===== config.mk =====
export PLATFORM = sky130hd
export DESIGN_NAME = btn_debounce_rate_sel
export DESIGN_NICKNAME = d
export VERILOG_FILES = /design/src/rtl/btn_debounce_rate_sel.sv
export SDC_FILE = /design/constraint.sdc
export NUM_CORES = 1
export LEC_CHECK = 0
export CAP_MARGIN = 20
export CORE_ASPECT_RATIO = 1.25
export CORE_MARGIN = 4
export CORE_UTILIZATION = 26
export DETAILED_ROUTE_END_ITERATION = 10
export GPL_ROUTABILITY_DRIVEN = 0
export PLACE_DENSITY = 0.46
export SYNTH_ARGS = -nofsm -noshare
export SYNTH_HDL_FRONTEND = slang
export SYNTH_SLANG_ARGS = --single-unit
export TNS_END_PERCENT = 1

===== constraint.sdc =====
create_clock -name clk -period 2.6 [get_ports clk]
set_input_delay 0.52 -clock clk [delete_from_list [all_inputs] [get_ports clk]]
set_output_delay 0.52 -clock clk [all_outputs]
set_load 0.1 [all_outputs]

===== src/rtl/btn_debounce_rate_sel.sv =====
// btn_debounce_rate_sel
//   Conditions a raw, bouncing push-button: 2-FF synchronizer, debounce FSM that
//   produces a clean level plus 1-cycle press/release pulses, and a wrapping
//   rate-select code advanced on every press for the downstream blink stage.
//
//   Optional feature macro: LONG_PRESS_EN
//     defined   : holding the button LP_CNT cycles in PRESSED emits one long_press
//                 pulse and forces rate_sel back to 0.
//     undefined : long_press is tied to 0.
//
// Ports
//   clk          in   system clock
//   rst          in   asynchronous active-high reset
//   btn_in       in   raw button pin (asynchronous)
//   btn_level    out  debounced level, 1 = pressed
//   btn_press    out  1-cycle pulse on debounced press
//   btn_release  out  1-cycle pulse on debounced release
//   rate_sel     out  current rate code, 0..NUM_RATES-1
//   long_press   out  1-cycle pulse on long press
//
// States
//   S_RELEASED | stable released
//   S_WAIT_P   | pressed level seen, qualifying for DB_CNT cycles
//   S_PRESSED  | stable pressed
//   S_WAIT_R   | released level seen, qualifying for DB_CNT cycles
module btn_debounce_rate_sel #(
    parameter int CLK_HZ      = 25000000,
    parameter int DEBOUNCE_MS = 20,
    parameter int ACTIVE_LOW  = 1,
    parameter int NUM_RATES   = 4,
    parameter int LONG_MS     = 1000,
    localparam int RW         = $clog2(NUM_RATES)
) (
    input  logic          clk,
    input  logic          rst,
    input  logic          btn_in,
    output logic          btn_level,
    output logic          btn_press,
    output logic          btn_release,
    output logic [RW-1:0] rate_sel,
    output logic          long_press
);

    localparam int DB_CNT = CLK_HZ / 1000 * DEBOUNCE_MS;
    localparam int LP_CNT = CLK_HZ / 1000 * LONG_MS;
    localparam int CW     = $clog2(DB_CNT + 1);

    localparam logic [CW-1:0] DB_LAST  = CW'(DB_CNT - 1);
    localparam logic [RW-1:0] RATE_MAX = RW'(NUM_RATES - 1);
    localparam logic          IDLE_LVL = (ACTIVE_LOW != 0);

    localparam logic [1:0] S_RELEASED = 2'd0;
    localparam logic [1:0] S_WAIT_P   = 2'd1;
    localparam logic [1:0] S_PRESSED  = 2'd2;
    localparam logic [1:0] S_WAIT_R   = 2'd3;

    // The qualification counter starts at 1 on entry to a WAIT state, so
    // DB_CNT must be at least 2; the long-press arm compare needs LP_CNT >= 3.
    if (NUM_RATES < 2 || DB_CNT < 2 || LP_CNT < 3) begin : g_param_check
        $error("btn_debounce_rate_sel: NUM_RATES>=2, DB_CNT>=2, LP_CNT>=3 required");
    end

    logic          ff1, ff2;
    logic          p;
    logic [1:0]    state;
    logic [CW-1:0] cnt;

    // Synchronizer resets to the idle pin level so reset never looks like a press.
    always_ff @(posedge clk or posedge rst) begin
        if (rst) begin
            ff1 <= IDLE_LVL;
            ff2 <= IDLE_LVL;
        end else begin
            ff1 <= btn_in;
            ff2 <= ff1;
        end
    end

    assign p = ff2 ^ IDLE_LVL;

    always_ff @(posedge clk or posedge rst) begin
        if (rst) begin
            state       <= S_RELEASED;
            cnt         <= '0;
            btn_level   <= 1'b0;
            btn_press   <= 1'b0;
            btn_release <= 1'b0;
        end else begin
            btn_press   <= 1'b0;
            btn_release <= 1'b0;
            case (state)
                S_RELEASED: begin
                    if (p) begin
                        state <= S_WAIT_P;
                        cnt   <= CW'(1);
                    end else begin
                        cnt <= '0;
                    end
                end
                S_WAIT_P: begin
                    if (!p) begin
                        state <= S_RELEASED;
                        cnt   <= '0;
                    end else if (cnt == DB_LAST) begin
                        state     <= S_PRESSED;
                        btn_level <= 1'b1;
                        btn_press <= 1'b1;
                        cnt       <= '0;
                    end else begin
                        cnt <= cnt + CW'(1);
                    end
                end
                S_PRESSED: begin
                    if (!p) begin
                        state <= S_WAIT_R;
                        cnt   <= CW'(1);
                    end
                end
                S_WAIT_R: begin
                    if (p) begin
                        state <= S_PRESSED;
                        cnt   <= '0;
                    end else if (cnt == DB_LAST) begin
                        state       <= S_RELEASED;
                        btn_level   <= 1'b0;
                        btn_release <= 1'b1;
                        cnt         <= '0;
                    end else begin
                        cnt <= cnt + CW'(1);
                    end
                end
                default: begin
                    state <= S_RELEASED;
                    cnt   <= '0;
                end
            endcase
        end
    end

`ifdef LONG_PRESS_EN
    localparam int LPW = $clog2(LP_CNT);
    localparam logic [LPW-1:0] LP_LAST = LPW'(LP_CNT - 1);
    localparam logic [LPW-1:0] LP_ARM  = LPW'(LP_CNT - 2);

    logic [LPW-1:0] lp_cnt;
    logic           long_q;

    // lp_cnt saturates at LP_LAST, so the arm value is passed exactly once per hold.
    always_ff @(posedge clk or posedge rst) begin
        if (rst) begin
            lp_cnt <= '0;
            long_q <= 1'b0;
        end else begin
            long_q <= 1'b0;
            if (state == S_PRESSED) begin
                if (lp_cnt != LP_LAST) begin
                    lp_cnt <= lp_cnt + LPW'(1);
                end
                if (lp_cnt == LP_ARM) begin
                    long_q <= 1'b1;
                end
            end else begin
                lp_cnt <= '0;
            end
        end
    end

    assign long_press = long_q;
`else
    assign long_press = 1'b0;
`endif

    always_ff @(posedge clk or posedge rst) begin
        if (rst) begin
            rate_sel <= '0;
        end else begin
`ifdef LONG_PRESS_EN
            if (long_press) begin
                rate_sel <= '0;
            end else
`endif
            if (btn_press) begin
                rate_sel <= (rate_sel == RATE_MAX) ? '0 : rate_sel + RW'(1);
            end
        end
    end

endmodule


==> results.py <==
metrics = {
    "status": {
        "status": "completed",
    },
    "logic_synthesis": {
        "synth_flop_cell": "dfrtp_1",
        "synth_cells": 155,
        "synth_fp_nets": 160,
        "async_reset_ff_share_pct": 100.0,
        "yosysTopAreaCell": "dfrtp_1",
        "syn_avg_cell_area_um2": 9.937,
        "yosys.area.top_type_share_pct": 42.24,
        "ys_warn_count": 0,
        "synth_area_leaders": "dfrtp_1, o21ai_0, or3_1",
        "synth_cell_types": 43,
        "seq_area_frac_synth_pct": 45.65,
        "synth_edf_count": 0,
        "ys_ff_latch": 28,
        "synth_area_um2": 1540,
    },
    "route": {
        "drt_iter0_markers": 45,
        "wl_um": 3445,
        "ant_nets": 0,
        "wl_per_cell_um": 15.24,
        "drc": 0,
        "via_per_inst": 5.372,
        "vias": 1214,
        "firstDrtPassIters": 4,
    },
    "grt": {
        "grt_pass1_vias": 1165,
        "grt_pass1_wl_um": 5913,
        "antenna_found_initial": 0,
        "track_usage_pct": 9.887,
        "gr-total-overflow": 0,
        "grt_max_degree": 29,
    },
    "finish": {
        "syn2layout_area_growth_pct": 11.45,
        "regArea_um2": 703.2,
        "antenna_cells": 0,
        "design_area_um2": 1717,
        "multi_input_area_um2": 745.7,
        "drive_gt1_share_pct": 15.63,
        "nets": 166,
        "fill_cells": 603,
    },
    "job": {
        "maxCapViolations": 0,
    },
    "setup_path": {
        "path_class": "reg -> reg",
        "crit_slowest_cell": "or4_1",
        "slowest_delay_ns": 0.70,
        "crit_path_start_kind": "flop",
        "cp.arrival_ns": 2.30,
        "cp_cell_sequence": "nor3b_4 > or4_1 > or3_1 > a22oi_2",
        "path_max_fanout": 10,
        "endpoint_kind": "flop",
        "required_ns": 2.80,
    },
    "cts": {
        "cts_sinks": 28,
        "cts_resized": 0,
        "clk_latency_ns": 0.27,
        "clock_path_buffers": 2,
        "postCtsHoldBufs": 0,
        "clk_pin_slew_ns": 0.10,
        "cts-htree-levels": 1,
        "cts_setup_buffers": 0,
        "cts_made_buffers": 3,
        "cts_root_buffer": "clkbuf_8",
        "tritoncts": "yes",
    },
    "sta": {
        "layout_setup_ws_ns": 0.4970,
        "hold_slack_ns": 0.3633,
        "rsz0062_at_grt": "no",
        "setup_violations": 0,
        "fin_tns_setup_ns": 0,
        "fmax_ghz": 0.4755,
        "finClkSkew_ns": 0.007191,
        "hold_violations": 0,
        "min_period_ns": 2.103,
        "drv_slew": 0,
        "post-route-period-util_pct": 80.89,
    },
    "place": {
        "post-place-ws_ns": 0.5159,
        "dp_hpwl_um": 2534,
        "port_buffers": 7,
        "postPlaceCellArea_um2": 1645,
    },
    "floorplan": {
        "core.rowCount": 31,
        "initial_utilization_pct": 26.65,
        "ios": 9,
        "dieHeight_um": 94.05,
        "core_area_um2": 5779,
        "die_w_um": 76.84,
        "die_area_um2": 7227,
    },
    "power": {
        "irDropWorstVdd_mv": 0.3180,
        "power_leakage_nw": 0.6641,
        "powerDensity_nw_per_um2": 482.9,
    },
    "min_path": {
        "min-delay-path-class": "reg -> reg",
    },
}
==> final timing paths <==
| path | start | end | slack [ns] | cells after the start |
|---|---|---|---|---|
| min in group asynchronous | rst | btn_release | 0.60 | 3 |
| min | ff1 | ff2 | 0.36 | 0 |
| min reg2reg | ff1 | ff2 | 0.36 | 0 |
| max | ff2 | cnt[18] | 0.50 | 4 |
| max reg2reg | ff2 | cnt[18] | 0.50 | 4 |
| max in group asynchronous | rst | ff2 | 1.70 | 3 |
==> per-layer routing <==
metal	share of wire (%)	vias to the layer above	GRT usage, %
li1	-	589	-
met1	46	604	13.07
met2	51	19	17.22
met3	2.4	2	1.440
met4	0.29	0	1.813
met5	0	-	0
==> layout by cell type, fill, tap and decap left out, types with 3 or more instances in the layout <==
cell type  Yosys  final
nand4_1        6      6
nor3b_1        3      3
nand2_1        8      8
clkbuf_8       0      3
a22oi_1        4      4
o21ai_0       13     13
xnor2_1        5      5
nor4_1         5      5
a21oi_1        6      6
a22oi_2        4      4
dfrtp_1       26     26
nor4b_1        4      4
nor3_1         3      3
or3_1         10     10
inv_1          7      7
buf_4          2      9
nor2_1         4      4
nand3_1        7      7
==> registers in the layout (all words and copies together), names as in the netlist, named ones only <==
| signal | count |
|---|---|
| ff2 | 1 |
| rate_sel | 2 |
| btn_release | 1 |
| cnt | 19 |
| btn_level | 1 |
| state | 1 |
| btn_press | 1 |
| ff1 | 1 |
==> kinds of logic after synthesis <==
family / synth area share, %
AO/OA/AOI/OAI: 16.74
buffers and inverters: 5.930
multiplexers: 2.112
flip-flops: 45.65
adder cells (fa/ha/maj): 1.624
other: 0.2435
AND/OR/NAND/NOR: 24.86
XOR/XNOR: 2.843
==> synth_stat cells (2+ instances only) <==
| cell | n |
|---|---|
| nand2_1 | 8 |
| ha_1 | 2 |
| or3_1 | 10 |
| buf_4 | 2 |
| nor3b_1 | 3 |
| mux2_2 | 2 |
| and4_1 | 2 |
| inv_1 | 7 |
| buf_6 | 2 |
| clkbuf_1 | 2 |
| buf_2 | 4 |
| nand3_1 | 7 |
| nor4b_1 | 4 |
| nand4_1 | 6 |
| a22oi_2 | 4 |
| a22oi_1 | 4 |
| nor4_1 | 5 |
| xnor2_1 | 5 |
| a221oi_1 | 2 |
| a21oi_1 | 6 |
| o21ai_0 | 13 |
| nor2_1 | 4 |
| nor3_1 | 3 |
| dfstp_2 | 2 |
| and2_1 | 2 |
| dfrtp_1 | 26 |
| or4_1 | 2 |
==> through the flow <==
step                utilization, %  power [mW]  cells
global placement             28.47      0.4941    222
detailed placement           28.47      0.4945    222
floorplan                        -      0.4844    155
global route                 29.70      0.8529    226
finish                       29.70      0.8290    226
CTS                          29.70      0.8357    226
==> final cells by class <==
class | count | share of cell area [%]
clock buffers | 3 | 2.405
clock inverters | 1 | 1.749
well taps | 66 | 4.810
flip-flops and latches | 28 | 40.96
multi-input cells | 110 | 43.44
inverters | 7 | 1.531
repair buffers | 11 | 5.102
==> critical path: cells and delay by family (launching register included) <==
kind	cells	cell delay, ns
and+or+nand+nor	3	1.22
DFF	1	0.66
AOI/OAI and AO/OA	1	0.14
==> where the power goes <==
group / internal, mW / total (mW) / switching [mW]
registers: 0.441 / 0.448 / 0.00739
logic: 0.0116 / 0.0367 / 0.0251
clock network: 0.206 / 0.344 / 0.138
(Power assumes the default switching activity.)
